<file path="config.mk">
export PLATFORM = sky130hd
export DESIGN_NAME = spi_sclk_gen_flat
export DESIGN_NICKNAME = d
export VERILOG_FILES = /design/src/rtl/spi_sclk_gen_if.sv /design/src/rtl/spi_sclk_gen.sv /design/src/flat_wrapper.sv
export SDC_FILE = /design/constraint.sdc
export NUM_CORES = 1
export LEC_CHECK = 0
export ABC_CLOCK_PERIOD_IN_PS = 2900
export BUFFER_PORTS_ARGS = -buffer_cell sky130_fd_sc_hd__clkbuf_2
export CAP_MARGIN = 5
export CORE_MARGIN = 1.5
export CORE_UTILIZATION = 45
export CTS_CLUSTER_SIZE = 16
export DETAILED_ROUTE_END_ITERATION = 10
export GPL_ROUTABILITY_DRIVEN = 0
export PLACE_DENSITY = 0.7
export SLEW_MARGIN = 40
export SYNTH_ARGS = -nofsm -noshare
export SYNTH_HDL_FRONTEND = slang
export SYNTH_SLANG_ARGS = --single-unit
</file>
<file path="constraint.sdc">
create_clock -name clk -period 2.9 [get_ports clk]
set_input_delay 0.145 -clock clk [delete_from_list [all_inputs] [get_ports clk]]
set_output_delay 0.145 -clock clk [all_outputs]
set_load 0.01 [all_outputs]
</file>
<file path="src/rtl/spi_sclk_gen_if.sv">
// SPI serial-clock generator bus: transfer control, divider and chip-select
// configuration in; serial clock, edge strobes, slave selects and status out.
interface spi_sclk_gen_if #(
  parameter int DIV_LEN = 16,
  parameter int SS_NB   = 8
);
  logic               go;
  logic               stop;
  logic               last;
  logic [DIV_LEN-1:0] divider;
  logic               cpol;
  logic [SS_NB-1:0]   ss_mask;
  logic [7:0]         cs_setup;
  logic [7:0]         cs_hold;
  logic               s_clk;
  logic               pos_edge;
  logic               neg_edge;
  logic [SS_NB-1:0]   ss_pad_o;
  logic               busy;
  logic               done;

  modport master (
    output go, stop, last, divider, cpol, ss_mask, cs_setup, cs_hold,
    input  s_clk, pos_edge, neg_edge, ss_pad_o, busy, done
  );

  modport slave (
    input  go, stop, last, divider, cpol, ss_mask, cs_setup, cs_hold,
    output s_clk, pos_edge, neg_edge, ss_pad_o, busy, done
  );
endinterface

</file>
<file path="src/rtl/spi_sclk_gen.sv">
// SPI serial-clock generator. Produces s_clk with a programmable half-period
// (divider+1 clk cycles), one-cycle leading/trailing edge strobes and
// active-low slave selects for the duration of a transfer.
// Optional feature macro: SPI_CS_DELAY_EN adds chip-select setup (SETUP) and
// hold (HOLD) phases around the clocking phase; without it cs_setup/cs_hold
// are accepted but ignored.
module spi_sclk_gen #(
  parameter int DIV_LEN = 16,
  parameter int SS_NB   = 8
) (
  input logic           clk,
  input logic           rst_n,
  spi_sclk_gen_if.slave bus
);

`ifdef SPI_CS_DELAY_EN
  typedef enum logic [1:0] {
    IDLE  = 2'd0,
    SETUP = 2'd1,
    RUN   = 2'd2,
    HOLD  = 2'd3
  } state_t;
`else
  typedef enum logic [1:0] {
    IDLE = 2'd0,
    RUN  = 2'd2
  } state_t;
`endif

  state_t             state;
  state_t             state_nxt;
  logic [DIV_LEN-1:0] cnt;
  logic [DIV_LEN-1:0] cnt_nxt;
  logic               sclk_i;
  logic               sclk_nxt;
  logic               done_r;
  logic               done_nxt;
  logic               latch;
  logic [DIV_LEN-1:0] div_l;
  logic [SS_NB-1:0]   mask_l;
  logic               cpol_l;
  logic               strobe;
  logic               busy_i;

`ifdef SPI_CS_DELAY_EN
  logic [7:0]         dly;
  logic [7:0]         dly_nxt;
`else
  logic               unused_cfg;
  assign unused_cfg = ^{bus.cs_setup, bus.cs_hold};
`endif

  // A strobe fires on the last cycle of every half-period while clocking
  assign strobe = (state == RUN) && (cnt == '0);

  // Next-state, phase counter and internal clock decisions
  always_comb begin
    state_nxt = state;
    cnt_nxt   = cnt;
    sclk_nxt  = sclk_i;
    done_nxt  = 1'b0;
    latch     = 1'b0;
`ifdef SPI_CS_DELAY_EN
    dly_nxt   = dly;
`endif
    case (state)
      IDLE: begin
        if (bus.go && !bus.stop) begin
          latch = 1'b1;
`ifdef SPI_CS_DELAY_EN
          if (bus.cs_setup != 8'd0) begin
            state_nxt = SETUP;
            dly_nxt   = bus.cs_setup - 8'd1;
          end else
`endif
          begin
            state_nxt = RUN;
            cnt_nxt   = bus.divider;
            sclk_nxt  = 1'b0;
          end
        end
      end
`ifdef SPI_CS_DELAY_EN
      SETUP: begin
        if (dly == 8'd0) begin
          state_nxt = RUN;
          cnt_nxt   = div_l;
          sclk_nxt  = 1'b0;
        end else begin
          dly_nxt = dly - 8'd1;
        end
      end
`endif
      RUN: begin
        if (cnt == '0) begin
          // The final leading edge is still strobed but sclk_i stays low
          if (!sclk_i && bus.last) begin
`ifdef SPI_CS_DELAY_EN
            if (bus.cs_hold != 8'd0) begin
              state_nxt = HOLD;
              dly_nxt   = bus.cs_hold - 8'd1;
            end else
`endif
            begin
              state_nxt = IDLE;
              done_nxt  = 1'b1;
            end
          end else begin
            cnt_nxt  = div_l;
            sclk_nxt = ~sclk_i;
          end
        end else begin
          cnt_nxt = cnt - DIV_LEN'(1);
        end
      end
`ifdef SPI_CS_DELAY_EN
      HOLD: begin
        if (dly == 8'd0) begin
          state_nxt = IDLE;
          done_nxt  = 1'b1;
        end else begin
          dly_nxt = dly - 8'd1;
        end
      end
`endif
      default: state_nxt = IDLE;
    endcase
    // Abort beats everything, including a simultaneous end of clocking
    if (state != IDLE && bus.stop) begin
      state_nxt = IDLE;
      done_nxt  = 1'b0;
    end
    if (state_nxt == IDLE) begin
      cnt_nxt  = '0;
      sclk_nxt = 1'b0;
    end
  end

  // Control state register with asynchronous clear
  always_ff @(posedge clk or negedge rst_n) begin
    if (!rst_n) begin
      state  <= IDLE;
      cnt    <= '0;
      sclk_i <= 1'b0;
      done_r <= 1'b0;
    end else begin
      state  <= state_nxt;
      cnt    <= cnt_nxt;
      sclk_i <= sclk_nxt;
      done_r <= done_nxt;
    end
  end

`ifdef SPI_CS_DELAY_EN
  // Chip-select setup/hold cycle counter
  always_ff @(posedge clk or negedge rst_n) begin
    if (!rst_n) begin
      dly <= 8'd0;
    end else begin
      dly <= dly_nxt;
    end
  end
`endif

  // Idle polarity follows cpol while idle and freezes for the transfer
  always_ff @(posedge clk or negedge rst_n) begin
    if (!rst_n) begin
      cpol_l <= 1'b0;
    end else if (state == IDLE) begin
      cpol_l <= bus.cpol;
    end
  end

  // Transfer configuration captured at go; only consumed while busy
  always_ff @(posedge clk) begin
    if (latch) begin
      div_l  <= bus.divider;
      mask_l <= bus.ss_mask;
    end
  end

  assign busy_i       = (state != IDLE);
  assign bus.busy     = busy_i;
  assign bus.done     = done_r;
  assign bus.ss_pad_o = busy_i ? ~mask_l : {SS_NB{1'b1}};
  assign bus.s_clk    = (state == RUN) ? (sclk_i ^ cpol_l) : cpol_l;
  assign bus.pos_edge = strobe && !sclk_i;
  assign bus.neg_edge = strobe && sclk_i;

endmodule

</file>
<file path="src/flat_wrapper.sv">
// flat-port wrapper written by rule: the top's interface ports become plain ports
module spi_sclk_gen_flat 
#(
  parameter int DIV_LEN = 16,
  parameter int SS_NB   = 8
)
  (clk, rst_n, bus_go, bus_stop, bus_last, bus_divider, bus_cpol, bus_ss_mask, bus_cs_setup, bus_cs_hold, bus_s_clk, bus_pos_edge, bus_neg_edge, bus_ss_pad_o, bus_busy, bus_done);
  spi_sclk_gen_if #(.DIV_LEN(DIV_LEN), .SS_NB(SS_NB)) bus_i ();
  input logic clk;
  input logic rst_n;
  input wire logic [$bits(bus_i.go)-1:0] bus_go;
  input wire logic [$bits(bus_i.stop)-1:0] bus_stop;
  input wire logic [$bits(bus_i.last)-1:0] bus_last;
  input wire logic [$bits(bus_i.divider)-1:0] bus_divider;
  input wire logic [$bits(bus_i.cpol)-1:0] bus_cpol;
  input wire logic [$bits(bus_i.ss_mask)-1:0] bus_ss_mask;
  input wire logic [$bits(bus_i.cs_setup)-1:0] bus_cs_setup;
  input wire logic [$bits(bus_i.cs_hold)-1:0] bus_cs_hold;
  output wire logic [$bits(bus_i.s_clk)-1:0] bus_s_clk;
  output wire logic [$bits(bus_i.pos_edge)-1:0] bus_pos_edge;
  output wire logic [$bits(bus_i.neg_edge)-1:0] bus_neg_edge;
  output wire logic [$bits(bus_i.ss_pad_o)-1:0] bus_ss_pad_o;
  output wire logic [$bits(bus_i.busy)-1:0] bus_busy;
  output wire logic [$bits(bus_i.done)-1:0] bus_done;
  assign bus_i.go = bus_go;
  assign bus_i.stop = bus_stop;
  assign bus_i.last = bus_last;
  assign bus_i.divider = bus_divider;
  assign bus_i.cpol = bus_cpol;
  assign bus_i.ss_mask = bus_ss_mask;
  assign bus_i.cs_setup = bus_cs_setup;
  assign bus_i.cs_hold = bus_cs_hold;
  assign bus_s_clk = bus_i.s_clk;
  assign bus_pos_edge = bus_i.pos_edge;
  assign bus_neg_edge = bus_i.neg_edge;
  assign bus_ss_pad_o = bus_i.ss_pad_o;
  assign bus_busy = bus_i.busy;
  assign bus_done = bus_i.done;
  spi_sclk_gen #(.DIV_LEN(DIV_LEN), .SS_NB(SS_NB)) u_core (.clk(clk), .rst_n(rst_n), .bus(bus_i));
endmodule
</file>
* Word level (Yosys, flattened, before mapping) *
Index checks and enable logic that the tools add are counted.

storage, ports and cells
  bits in registers = 45
  input port bits = 46
  output and inout bits = 13
  word-level logic and storage cells = 54

cells by class
  add/sub/neg operators = 1
  equality and inequality tests = 5
  multiplexer cells = 23
  bitwise logic cells = 3
  reductions and logical operators = 15

operator list
  cell                     count
  $mux W16                 4
  $pmux W16 S2             1
  $logic_not A16 Y1        1
  $sub A16 B1 Y16 const B  1
  $mux W1                  11
  $mux W2                  4
  $mux W8                  1
  $not A8 Y8               1
  $logic_and A1 B1 Y1      6
  $ne A3 B3 Y1 const B     2
  $logic_not A2 Y1         2
  $ne A4 B4 Y1 const B     1
  $pmux W2 S2              1
  $reduce_and A4 Y1        1
  $ne A3 B1 Y1 const B     1
  $reduce_and A3 Y1        1
  $reduce_bool A3 Y1       1
  $eq A2 B2 Y1 const B     1
  $logic_not A1 Y1         2
  $pmux W1 S2              1
  $reduce_bool A2 Y1       1
  $not A1 Y1               1
  $xor A1 B1 Y1            1

* Longest topological paths before layout *
Gate-level depths: netlist of the first run.

  depth in word-level cells = 9
  mapped depth = 8
  gate-level depth less buffers = 7

* Least setup slack after synthesis of the first run *
OpenSTA, ideal clock, no wires.

  kind = flip-flop to flip-flop
  start = reg u_core.state[1]
  end = reg u_core.div_l[0] (enable)
  library setup time = 0.405 ns
  arrival time = 2.126 ns
  required time = 2.495 ns
  slack = 0.369 ns
  stages on the path, launching flop included = 5
  buffers on the path = 2
  period minus slack after synthesis = 2.531 ns
  cell sequence = dfrtp_1 clkbuf_1 or2_2 clkbuf_1 nor2_1

between the ends
  longest elaborated chain between the ends = 2

ends and longest elaborated chain
  what                    RTL line             RTL
  from (decl)             spi_sclk_gen.sv:30   state_t state;
  from (signal assigned)  spi_sclk_gen.sv:147  state <= state_nxt;
  $logic_not A2 Y1        spi_sclk_gen.sv:66   case (state)
  $mux W1                 spi_sclk_gen.sv:66
  via u_core.latch        spi_sclk_gen.sv:38   logic latch;
  to (signal assigned)    spi_sclk_gen.sv:177  div_l <= bus.divider;
  to (decl)               spi_sclk_gen.sv:39   logic [DIV_LEN-1:0] div_l;

The timed path passes the listed nets, and every way through them passes these cells.
A chain may end at the register's enable or synchronous reset.

* Worst setup path in the final report of the first run *
  start = reg u_core.cnt[0]
  end = out bus_pos_edge

between the ends
  longest elaborated chain between the ends = 3

ends and longest elaborated chain
  what                    RTL line             RTL
  from (decl)             spi_sclk_gen.sv:32   logic [DIV_LEN-1:0] cnt;
  from (signal assigned)  spi_sclk_gen.sv:148  cnt <= cnt_nxt;
  $logic_not A16 Y1       spi_sclk_gen.sv:54   assign strobe = (state == RUN) && (cnt == '0);
  $logic_and A1 B1 Y1     spi_sclk_gen.sv:54
  $logic_and A1 B1 Y1     spi_sclk_gen.sv:187  assign bus.pos_edge = strobe && !sclk_i;
  to (decl)               flat_wrapper.sv:20   output wire logic [$bits(bus_i.pos_edge)-1:0] bus_pos_edge;

No other way between the ends.

==> metrics.txt, run 1 <==
# TYPE chip_impl_metric gauge
chip_impl_info{name="run_status",value="finished clean"} 1
chip_impl_metric{name="layout_min_cycle_time",unit="ns"} 2.72
chip_impl_metric{name="num-nets-final",unit=""} 298
chip_impl_metric{name="tightestPinTransition",unit="ns"} 0.605
chip_impl_metric{name="synth_nets",unit=""} 256
chip_impl_metric{name="cts_post_setup_buffers_inserted",unit=""} 0
chip_impl_metric{name="cts_inserted_buffers",unit=""} 5
chip_impl_metric{name="slew_headroom",unit=""} 0.597
chip_impl_info{name="rsz0062_at_grt",value="false"} 1
chip_impl_metric{name="syn_std_cell_area",unit="sq um"} 2230
chip_impl_metric{name="final_layout_size_suffix_gt1_frac",unit=""} 0.267
chip_impl_info{name="end_kind",value="output port"} 1
chip_impl_metric{name="syn2layout_area_growth",unit="%"} 17.7
chip_impl_metric{name="globalRouteTotalUtil",unit=""} 0.187
chip_impl_metric{name="synth_seq_area_share",unit=""} 0.558
chip_impl_metric{name="synthArstFlopShare",unit=""} 0.467
chip_impl_metric{name="die_height",unit="um"} 73.4
chip_impl_metric{name="ff2ff_path_depth",unit=""} 7
chip_impl_info{name="postSynth.topFlopCell",value="edfxtp_1"} 1
chip_impl_metric{name="effective_utilization_at_floorplan",unit=""} 0.469
chip_impl_metric{name="cts-root-to-sink-buffers",unit=""} 2
chip_impl_metric{name="grt_overflow_total",unit=""} 0
chip_impl_metric{name="critPathArrivalTime",unit="ns"} 2.57
chip_impl_metric{name="grt_pass1_wl",unit="um"} 7620
chip_impl_metric{name="fp-row-count",unit=""} 25
chip_impl_metric{name="skew",unit="ns"} 0.00219
chip_impl_info{name="min-delay-path-class",value="primary input to flop"} 1
chip_impl_metric{name="ys_types",unit=""} 50
chip_impl_info{name="setup.worst_path.class",value="flop to output port"} 1
chip_impl_metric{name="power.ir.vdd_worst",unit="V"} 0.000304
chip_impl_metric{name="worst_hold_path.num_cells",unit=""} 1
chip_impl_info{name="crit_path_cell_trace",value="inv_1 > ha_1 > or4b_4 > or3_1 > nor2_4 > nand2_1 > nor2_1 > clkbuf_2"} 1
chip_impl_metric{name="core_area",unit="sq um"} 4750
chip_impl_metric{name="grt_max_degree",unit=""} 22
chip_impl_metric{name="post_cts_resize_count",unit=""} 0
chip_impl_metric{name="timing.final.crit_share",unit=""} 0.936
chip_impl_metric{name="crit_path_max_incr_delay",unit="ns"} 0.50
chip_impl_metric{name="detail_route.wl_per_cell",unit="um"} 14.7
chip_impl_metric{name="worstSkewPairLatency",unit="ns"} 0.29
chip_impl_metric{name="crit_fanout",unit=""} 7
chip_impl_metric{name="antenna_cells_inserted",unit=""} 0
chip_impl_metric{name="dr.first_iter.drc_count",unit=""} 122
chip_impl_info{name="cp-start-kind",value="flop"} 1
chip_impl_metric{name="synthesis_warnings",unit=""} 0
chip_impl_metric{name="num_io_pins",unit=""} 59
chip_impl_info{name="cts_tree",value="built"} 1
chip_impl_metric{name="overall_die_width",unit="um"} 73.4
chip_impl_metric{name="power.static_leakage",unit="uW"} 0.00108
chip_impl_metric{name="dpl.hpwl",unit="um"} 3200
chip_impl_metric{name="synth-edff-count",unit=""} 24
chip_impl_metric{name="clock-sinks",unit=""} 45
chip_impl_metric{name="routed_wl",unit="um"} 4690
chip_impl_metric{name="initial_antenna_violation_count",unit=""} 0
chip_impl_metric{name="ctsHtreeMaxLevel",unit=""} 2
chip_impl_metric{name="avgSynthCellArea",unit="sq um"} 10.7
chip_impl_metric{name="maxCapViolations",unit=""} 0
chip_impl_metric{name="drc",unit=""} 0
chip_impl_metric{name="finish.utilization",unit=""} 0.553
chip_impl_metric{name="postSynthRegisterBits",unit=""} 45
chip_impl_metric{name="power",unit="uW"} 1420
chip_impl_metric{name="detailroute.via_count",unit=""} 1755
chip_impl_metric{name="route.antenna.remaining_nets",unit=""} 0
chip_impl_metric{name="power-per-cell-area",unit="nW/um^2"} 541
chip_impl_metric{name="via_per_instance_ratio",unit=""} 5.52
chip_impl_metric{name="synth_cells",unit=""} 208
chip_impl_metric{name="drt_first_pass_iters",unit=""} 4
chip_impl_metric{name="full_die_area",unit="sq um"} 5390
chip_impl_metric{name="report.final.hold_viol_count",unit=""} 0
chip_impl_metric{name="fmax",unit="MHz"} 368
chip_impl_metric{name="pins_over_their_slew_limit",unit=""} 0
chip_impl_metric{name="cts.reportedPaths.clkPinSlew",unit="ns"} 0.08
chip_impl_metric{name="vias_in_the_first_global_route",unit=""} 1620
chip_impl_info{name="worst_path_max_delay_cell",value="or4b_4"} 1
chip_impl_info{name="clock-root-buffer",value="clkbuf_8"} 1
chip_impl_metric{name="fin_setup_tns",unit="ns"} 0
chip_impl_metric{name="port_buffers",unit=""} 42
chip_impl_metric{name="critPathRequiredTime",unit="ns"} 2.76
chip_impl_metric{name="report.final.setup_viol",unit=""} 0
-- Yosys cell counts (2+ instances only) --
library cell,n,area [sq um]
buf_2,2,10.0
or3_1,3,18.8
nor4_1,6,37.5
a221oi_1,2,17.5
nor3_1,2,10.0
edfxtp_1,24,721
nand3_1,16,80.1
a31oi_1,9,56.3
nor2_1,13,48.8
o21ai_0,7,35.0
or4_4,2,22.5
xnor2_1,6,52.6
or2_2,2,12.5
o31ai_1,2,15.0
a21oi_1,6,30.0
clkbuf_1,9,33.8
ha_1,2,25.0
inv_1,4,15.0
dfrtp_1,21,526
nand2b_1,3,18.8
nand2_1,31,116
o211ai_1,4,30.0
or4_1,4,30.0
a21o_1,2,15.0
-- metrics by stage --
stage	hold slack [ns]	std cells	cell area [sq um]	setup WS (ns)
floorplan	-0.151	208	2230	0.369
global placement	0.156	309	2510	0.493
detailed placement	0.154	309	2510	0.486
CTS	0.0127	318	2630	0.209
global route	0.00438	318	2630	0.0469
finish	0.0186	318	2630	0.185
-- cells by family (layout without fill, tap and decap cells) --
| group | Yosys count | count (layout) | share of synthesized area |
|---|---|---|---|
| buffers and inverters | 16 | 59 | 0.0297 |
| muxes | 1 | 1 | 0.00504 |
| adders and majority gates | 2 | 2 | 0.0112 |
| other | 1 | 1 | 0.00168 |
| xor gates and xnor gates | 7 | 7 | 0.0275 |
| DFF | 45 | 45 | 0.558 |
| and+or+nand+nor | 93 | 93 | 0.221 |
| AOI/OAI and AO/OA | 43 | 43 | 0.145 |
-- what timing repair did --
action | CTS | global route
hold buffers | 1 | 0
endpoints found under the hold margin | 21 | 0
endpoints found under the setup margin | 0 | 0
-- per-layer routing --
layer  global-route usage  vias up  part of all wire
met5                    0        -                 0
met4               0.0679        0             0.019
met3               0.0412        9             0.036
met2                0.278       36              0.46
met1                0.270      843              0.49
li1                     -      867                 -
-- worst paths after layout --
kind | start | end | slack [ns]
max | u_core.cnt[0] | bus_pos_edge | 0.18
min | bus_ss_mask[6] | u_core.mask_l[6] | 0.02
max reg2reg | u_core.cnt[0] | u_core.cnt[10] | 0.45
min reg2reg | u_core.cpol_l | u_core.cpol_l | 0.54
max in group asynchronous | rst_n | u_core.cnt[9] | 2.20
min in group asynchronous | rst_n | u_core.cnt[11] | 0.35
-- placed cells by master, fill, tap and decap left out, types with 2 or more instances in the layout --
cell      instances
nand2b_1          3
o21ai_0           7
ha_1              2
o211ai_1          4
dfrtp_1          21
or4_4             2
a21oi_1           6
nand3_1          16
nor2_1           12
a21o_1            2
o31ai_1           2
xnor2_1           6
clkbuf_8          5
edfxtp_1         24
a221oi_1          2
a31oi_1           9
inv_1             4
clkbuf_2         42
or2_2             2
or4_1             4
nor4_1            6
or3_1             3
nor3_1            2
buf_4             4
nand2_1          31
-- power breakdown --
part	switching (uW)	leakage [uW]	total (uW)	internal (uW)
clock network	212	0.0000518	466	254
logic	149	0.000524	241	91.9
registers	16.6	0.000504	713	697
total	378	0.00108	1420	1040
-- layout make-up --
class / instances / area [sq um]
Clock buffer: 5 / 68.8
Clock inverter: 3 / 41.3
Fill cell: 435 / 2130
Inverter: 4 / 15.0
Multi-Input combinational cell: 147 / 922
Sequential cell: 45 / 1250
Tap cell: 67 / 83.8
Timing Repair Buffer: 47 / 250
-- state kept, by name (all words and copies together), names as in the netlist --
register / count
u_core.state: 2
u_core.cpol_l: 1
u_core.bus.done: 1
u_core.cnt: 16
u_core.div_l: 16
u_core.sclk_i: 1
u_core.mask_l: 8
-- worst max-delay path, delay by kind of cell (launching register included) --
family                   cells  cell delay (ns)
adder cells (fa/ha/maj)      1             0.15
buffers and inverters        2             0.25
flip-flops                   1             0.42
AND/OR/NAND/NOR              5             1.46
No activity file was read; power rests on OpenSTA's default activity.
==> inputs of run 2 (changes only) <==
CORE_ASPECT_RATIO = 1.2   (was not set)
==> metrics.txt, run 2 (synthesis results as in run 1) <==
# TYPE chip_impl_metric gauge
chip_impl_info{name="hold_end",value="u_core.mask_l[1]"} 1
chip_impl_metric{name="port_buffers",unit=""} 42
chip_impl_metric{name="slew_headroom",unit=""} 0.586
chip_impl_metric{name="power.sequential.fraction",unit=""} 0.492
chip_impl_metric{name="cts-root-to-sink-buffers",unit=""} 2
chip_impl_metric{name="regToRegSetupSlack",unit="ns"} 0.43
chip_impl_metric{name="final_layout_size_suffix_gt1_frac",unit=""} 0.271
chip_impl_info{name="min-delay-path-class",value="primary input to flop"} 1
chip_impl_metric{name="finalHoldWorstSlack",unit="ns"} 0.0165
chip_impl_metric{name="layout_min_cycle_time",unit="ns"} 2.66
chip_impl_info{name="clock-root-buffer",value="clkbuf_8"} 1
chip_impl_metric{name="cts_inserted_buffers",unit=""} 5
chip_impl_metric{name="fin_setup_tns",unit="ns"} 0
chip_impl_metric{name="tightestPinTransition",unit="ns"} 0.620
chip_impl_metric{name="drc",unit=""} 0
chip_impl_metric{name="power-per-cell-area",unit="nW/um^2"} 550
chip_impl_metric{name="via_per_instance_ratio",unit=""} 5.85
chip_impl_info{name="worst_setup_path_startpoint",value="u_core.cnt[0]"} 1
chip_impl_metric{name="cp_num_cells",unit=""} 8
chip_impl_metric{name="die_height",unit="um"} 80.2
chip_impl_info{name="cts_tree",value="built"} 1
chip_impl_metric{name="filler_cell_count",unit=""} 410
chip_impl_metric{name="instances_no_fill",unit=""} 309
chip_impl_metric{name="sw_frac_of_total",unit=""} 0.263
chip_impl_metric{name="clock-sinks",unit=""} 45
chip_impl_metric{name="finish.utilization",unit=""} 0.562
chip_impl_info{name="cp-start-kind",value="flop"} 1
chip_impl_metric{name="route.antenna.remaining_nets",unit=""} 0
chip_impl_metric{name="ff2ff_path_depth",unit=""} 7
chip_impl_metric{name="fmax",unit="MHz"} 376
chip_impl_metric{name="drt_first_pass_iters",unit=""} 4
chip_impl_metric{name="report.final.setup_viol",unit=""} 0
chip_impl_metric{name="power.ir.vdd_worst",unit="V"} 0.000389
chip_impl_info{name="end_kind",value="output port"} 1
chip_impl_metric{name="syn2layout_area_growth",unit="%"} 18.2
chip_impl_metric{name="stdcell_area",unit="sq um"} 2640
chip_impl_info{name="mostFrequentLayoutCells",value="42 x clkbuf_2, 31 x nand2_1, 24 x edfxtp_1, 21 x dfrtp_1, 16 x nand3_1"} 1
chip_impl_metric{name="grt_pass1_wl",unit="um"} 8220
chip_impl_metric{name="power.static_leakage",unit="uW"} 0.00109
chip_impl_metric{name="crit_fanout",unit=""} 7
chip_impl_metric{name="maxCapViolations",unit=""} 0
chip_impl_info{name="crit_path_cell_trace",value="inv_1 > ha_1 > or4b_4 > or3_1 > nor2_4 > nand2_1 > nor2_1 > clkbuf_2"} 1
chip_impl_metric{name="worstSkewPairLatency",unit="ns"} 0.30
chip_impl_metric{name="initial_antenna_violation_count",unit=""} 0
chip_impl_metric{name="worst_hold_path.num_cells",unit=""} 1
chip_impl_metric{name="overall_die_width",unit="um"} 67.3
chip_impl_metric{name="core_area",unit="sq um"} 4700
chip_impl_metric{name="p_int",unit="uW"} 1070
chip_impl_metric{name="ctsHtreeMaxLevel",unit=""} 2
chip_impl_metric{name="dpl.hpwl",unit="um"} 3410
chip_impl_info{name="run_status",value="finished clean"} 1
chip_impl_metric{name="share_clk_of_total_power",unit=""} 0.340
chip_impl_metric{name="globalRouteTotalUtil",unit=""} 0.199
chip_impl_metric{name="critPathArrivalTime",unit="ns"} 2.51
chip_impl_info{name="rsz0062_at_grt",value="false"} 1
chip_impl_metric{name="detail_route.wl_per_cell",unit="um"} 15.7
chip_impl_metric{name="dr.first_iter.drc_count",unit=""} 82
chip_impl_metric{name="num_io_pins",unit=""} 59
chip_impl_metric{name="dpl.cell_count",unit=""} 300
chip_impl_metric{name="net_switching_power",unit="uW"} 381
chip_impl_metric{name="crit_path_max_incr_delay",unit="ns"} 0.49
chip_impl_metric{name="met3_length",unit="um"} 234
chip_impl_metric{name="routed_wl",unit="um"} 4850
chip_impl_info{name="kind_of_cell_adding_the_most_delay_to_the_critical_path",value="simple AND/OR/NAND/NOR gates"} 1
chip_impl_metric{name="detailroute.via_count",unit=""} 1807
chip_impl_metric{name="pins_over_their_slew_limit",unit=""} 0
chip_impl_metric{name="num-nets-final",unit=""} 298
chip_impl_info{name="setup.worst_path.class",value="flop to output port"} 1
chip_impl_metric{name="critPathRequiredTime",unit="ns"} 2.76
chip_impl_info{name="largest_registers",value="u_core.cnt (16), u_core.div_l (16), u_core.mask_l (8)"} 1
chip_impl_metric{name="cts_post_setup_buffers_inserted",unit=""} 0
chip_impl_metric{name="effective_utilization_at_floorplan",unit=""} 0.475
chip_impl_metric{name="grt_overflow_total",unit=""} 0
chip_impl_metric{name="vias_in_the_first_global_route",unit=""} 1793
chip_impl_metric{name="skew",unit="ns"} 0.00389
chip_impl_metric{name="report.final.hold_viol_count",unit=""} 0
chip_impl_metric{name="grt_max_degree",unit=""} 24
chip_impl_metric{name="full_die_area",unit="sq um"} 5390
chip_impl_info{name="worst_path_max_delay_cell",value="or4b_4"} 1
chip_impl_metric{name="placed_cell_area",unit="sq um"} 2510
chip_impl_metric{name="timing.final.crit_share",unit=""} 0.917
chip_impl_metric{name="fp-row-count",unit=""} 27
chip_impl_info{name="r2r_end",value="u_core.cnt[10]"} 1
chip_impl_metric{name="cts.reportedPaths.clkPinSlew",unit="ns"} 0.08
chip_impl_metric{name="antenna_cells_inserted",unit=""} 0
chip_impl_info{name="final_common_cell",value="clkbuf_2"} 1
chip_impl_metric{name="route.layer.met1.wl",unit="um"} 2100
chip_impl_info{name="top_signal_layer_used",value="met4"} 1
chip_impl_metric{name="power_frac_comb",unit=""} 0.168
chip_impl_metric{name="route.met2.wl",unit="um"} 2460
chip_impl_metric{name="worstPathBufferInverterCount",unit=""} 2
chip_impl_info{name="hp-start",value="bus_ss_mask[1]"} 1
chip_impl_info{name="r2r_start",value="u_core.cnt[0]"} 1
-- run 2: cell types whose count changed in the layout (fill, tap and decap cells not counted) --
| cell | previous run | this run |
|---|---|---|
| clkinv_1 | 1 | 0 |
| buf_4 | 4 | 3 |
| clkbuf_8 | 5 | 6 |
| buf_12 | 0 | 1 |
-- run 2: worst register-to-register path, delay by kind of cell, from the launching register on --
family	cells	cell delay, ns
flops	1	0.42
buf+inv	1	0.12
compound gates	2	0.68
fa+ha+maj	1	0.15
simple gates	3	0.96
-- run 2: final cells by class --
type | instances | area, sq um | area share
clock buffers | 6 | 82.6 | 0.0313
clock inverters | 2 | 37.5 | 0.0142
inverters | 4 | 15.0 | 0.00569
multi-input cells | 147 | 922 | 0.349
flip-flops and latches | 45 | 1250 | 0.472
well taps | 58 | 72.6 | 0.0275
repair buffers | 47 | 263 | 0.0996
-- run 2: stage by stage --
step | worst slack [ns] | total power [uW]
2_1_floorplan | 0.369 | 887
4_1_cts | 0.223 | 1460
3_5_place_dp | 0.443 | 968
6_report | 0.242 | 1450
5_1_grt | 0.0977 | 1500
3_3_place_gp | 0.483 | 964
-- run 2: metal layers --
metal	global-route usage	up-vias
met3	0.0364	6
met1	0.249	875
met5	0	-
met4	0.0612	0
li1	-	864
met2	0.346	62
-- run 2: repair_timing --
action	in CTS	in global routing
hold endpoints to repair	21	0
gates resized for setup	0	0
hold buffers	1	0
-- run 2: worst max path at each step --
stage	endpoint	slack (ns)
3_5_place_dp	u_core.cnt[5]	0.44
4_1_cts	bus_pos_edge	0.22
2_1_floorplan	u_core.div_l[0]	0.37
3_3_place_gp	u_core.cnt[10]	0.48
6_report	bus_pos_edge	0.24
5_1_grt	bus_pos_edge	0.1
-- run 2: power groups by stage --
stage / sequential [uW] / combinational (uW) / clock (uW)
final: 713 / 244 / 493
after global routing: 716 / 269 / 519
after CTS: 713 / 245 / 498
after detailed placement: 727 / 241 / 0
after global placement: 726 / 238 / 0
after floorplan: 722 / 165 / 0
==> inputs of run 3 (changes only) <==
CORE_MARGIN = 2   (was 1.5)
==> metrics.txt, run 3 (synthesis results as in run 1) <==
# TYPE chip_impl_metric gauge
chip_impl_metric{name="syn2layout_area_growth",unit="%"} 18.3
chip_impl_metric{name="worst_hold_path.num_cells",unit=""} 1
chip_impl_metric{name="effective_utilization_at_floorplan",unit=""} 0.458
chip_impl_metric{name="vias_in_the_first_global_route",unit=""} 1791
chip_impl_metric{name="crit_fanout",unit=""} 7
chip_impl_metric{name="share_clk_of_total_power",unit=""} 0.338
chip_impl_info{name="final_common_cell",value="clkbuf_2"} 1
chip_impl_metric{name="layout_min_cycle_time",unit="ns"} 2.68
chip_impl_metric{name="regToRegSetupSlack",unit="ns"} 0.43
chip_impl_metric{name="drc",unit=""} 0
chip_impl_metric{name="sw_frac_of_total",unit=""} 0.259
chip_impl_info{name="worst_path_max_delay_cell",value="or4b_4"} 1
chip_impl_metric{name="num-nets-final",unit=""} 298
chip_impl_metric{name="fin_setup_tns",unit="ns"} 0
chip_impl_metric{name="via_per_instance_ratio",unit=""} 5.75
chip_impl_metric{name="pins_over_their_slew_limit",unit=""} 0
chip_impl_info{name="run_status",value="finished clean"} 1
chip_impl_metric{name="cts-root-to-sink-buffers",unit=""} 2
chip_impl_metric{name="worstSkewPairLatency",unit="ns"} 0.30
chip_impl_metric{name="port_buffers",unit=""} 42
chip_impl_metric{name="p_int",unit="uW"} 1070
chip_impl_metric{name="cts.reportedPaths.clkPinSlew",unit="ns"} 0.08
chip_impl_info{name="cp-start-kind",value="flop"} 1
chip_impl_metric{name="fp-row-count",unit=""} 28
chip_impl_metric{name="final_layout_size_suffix_gt1_frac",unit=""} 0.271
chip_impl_metric{name="slew_headroom",unit=""} 0.586
chip_impl_metric{name="drt_first_pass_iters",unit=""} 4
chip_impl_info{name="rsz0062_at_grt",value="false"} 1
chip_impl_metric{name="finish.utilization",unit=""} 0.542
chip_impl_metric{name="report.final.setup_viol",unit=""} 0
chip_impl_metric{name="crit_path_max_incr_delay",unit="ns"} 0.49
chip_impl_metric{name="clock-sinks",unit=""} 45
chip_impl_info{name="clock-root-buffer",value="clkbuf_8"} 1
chip_impl_info{name="min-delay-path-class",value="primary input to flop"} 1
chip_impl_metric{name="instances_no_fill",unit=""} 311
chip_impl_metric{name="full_die_area",unit="sq um"} 5540
chip_impl_info{name="hp-start",value="bus_ss_mask[6]"} 1
chip_impl_metric{name="power.sequential.fraction",unit=""} 0.494
chip_impl_metric{name="die_height",unit="um"} 81.2
chip_impl_metric{name="skew",unit="ns"} 0.00391
chip_impl_metric{name="grt.met3_usage",unit=""} 0.0319
chip_impl_metric{name="dpl.cell_count",unit=""} 302
chip_impl_metric{name="cts_post_setup_buffers_inserted",unit=""} 0
chip_impl_info{name="r2r_start",value="u_core.cnt[0]"} 1
chip_impl_metric{name="ff2ff_path_depth",unit=""} 7
chip_impl_metric{name="num_io_pins",unit=""} 59
chip_impl_metric{name="route.antenna.remaining_nets",unit=""} 0
chip_impl_metric{name="maxCapViolations",unit=""} 0
chip_impl_info{name="r2r_end",value="u_core.cnt[10]"} 1
chip_impl_metric{name="grt_max_degree",unit=""} 22
chip_impl_metric{name="core_area",unit="sq um"} 4870
chip_impl_metric{name="power.static_leakage",unit="uW"} 0.00109
chip_impl_metric{name="antenna_cells_inserted",unit=""} 0
chip_impl_info{name="cts_tree",value="built"} 1
chip_impl_metric{name="report.final.hold_viol_count",unit=""} 0
chip_impl_metric{name="globalRouteMet2Util",unit=""} 0.340
chip_impl_info{name="mostFrequentLayoutCells",value="42 x clkbuf_2, 31 x nand2_1, 24 x edfxtp_1, 21 x dfrtp_1, 16 x nand3_1"} 1
chip_impl_metric{name="globalRouteTotalUtil",unit=""} 0.193
chip_impl_metric{name="dp_worst_setup_slack",unit="ns"} 0.442
chip_impl_metric{name="grt_pass1_wl",unit="um"} 7950
chip_impl_metric{name="detail_route.wl_per_cell",unit="um"} 15.5
chip_impl_info{name="setup.worst_path.class",value="flop to output port"} 1
chip_impl_metric{name="timing.final.crit_share",unit=""} 0.924
chip_impl_metric{name="timing.final.ws_setup",unit="ns"} 0.220
chip_impl_info{name="hold_end",value="u_core.mask_l[6]"} 1
chip_impl_metric{name="critPathRequiredTime",unit="ns"} 2.76
chip_impl_metric{name="initial_antenna_violation_count",unit=""} 0
chip_impl_metric{name="power-per-cell-area",unit="nW/um^2"} 547
chip_impl_metric{name="net_switching_power",unit="uW"} 374
chip_impl_metric{name="fmax",unit="MHz"} 373
chip_impl_metric{name="overall_die_width",unit="um"} 68.3
chip_impl_info{name="end_kind",value="output port"} 1
chip_impl_metric{name="ctsHtreeMaxLevel",unit=""} 2
chip_impl_metric{name="global_route.usage.met1",unit=""} 0.232
chip_impl_metric{name="power_frac_comb",unit=""} 0.167
chip_impl_metric{name="grt_overflow_total",unit=""} 0
chip_impl_info{name="top_usage_layer",value="met2"} 1
chip_impl_metric{name="dpl.hpwl",unit="um"} 3470
chip_impl_metric{name="routed_wl",unit="um"} 4830
chip_impl_metric{name="critPathArrivalTime",unit="ns"} 2.53
chip_impl_metric{name="cts_inserted_buffers",unit=""} 5
chip_impl_metric{name="detailroute.via_count",unit=""} 1789
chip_impl_info{name="crit_path_cell_trace",value="inv_1 > ha_1 > or4b_4 > or3_1 > nor2_4 > nand2_1 > nor2_1 > clkbuf_2"} 1
chip_impl_info{name="largest_registers",value="u_core.cnt (16), u_core.div_l (16), u_core.mask_l (8)"} 1
chip_impl_metric{name="dr.first_iter.drc_count",unit=""} 81
chip_impl_metric{name="tightestPinTransition",unit="ns"} 0.621
chip_impl_metric{name="power.ir.vdd_worst",unit="V"} 0.000309
run 3: cell counts in the layout (fill, tap and decap cells not counted):
No cell type changed its count.
run 3: worst max path at each step:
stage / slack, ns / startpoint / end / cells after the start
final: 0.22 / u_core.cnt[0] / bus_pos_edge / 8
after global routing: 0.1 / u_core.cnt[0] / bus_pos_edge / 8
after CTS: 0.20 / u_core.cnt[0] / bus_pos_edge / 8
after detailed placement: 0.44 / u_core.cnt[0] / u_core.cnt[10] / 7
after global placement: 0.47 / u_core.cnt[0] / u_core.cnt[10] / 7
after floorplan: 0.37 / u_core.state[1] / u_core.div_l[0] / 4
run 3: cell type report:
cell class	count	area (sq um)
timing repair buffer	47	263
multi-input combinational	147	922
fill	458	2230
tap	60	75.1
sequential	45	1250
inverter	4	15.0
clock inverter	2	37.5
clock buffer	6	82.6
run 3: power by group through the flow:
stage / logic, uW / clock network [uW] / registers (uW)
after floorplan: 165 / 0 / 722
after global placement: 241 / 0 / 726
after detailed placement: 241 / 0 / 727
after CTS: 244 / 503 / 713
after global routing: 270 / 520 / 716
final: 242 / 489 / 713
run 3: metrics by stage:
stage | hold slack (ns) | total power [uW] | instance area, sq um
finish | 0.0191 | 1440 | 2640
global route | 0.00732 | 1510 | 2640
CTS | 0.00815 | 1460 | 2640
detailed placement | 0.170 | 968 | 2510
global placement | 0.160 | 967 | 2510
floorplan | -0.151 | 887 | 2230
run 3: per-layer routing:
| metal | share of wire | vias to the layer above |
|---|---|---|
| li1 | - | 861 |
| met1 | 0.43 | 878 |
| met2 | 0.51 | 42 |
| met3 | 0.040 | 8 |
| met4 | 0.014 | 0 |
| met5 | 0 | - |
run 3: repair_timing:
action	CTS	global route
hold buffers	1	0
gates resized for setup	0	0
endpoints found under the hold margin	21	0
run 3: critical path: cells and delay by family (launching register included):
family | cells | cell delay, ns
adder cells (fa/ha/maj) | 1 | 0.16
buffers and inverters | 2 | 0.25
flip-flops | 1 | 0.42
AND/OR/NAND/NOR | 5 | 1.40
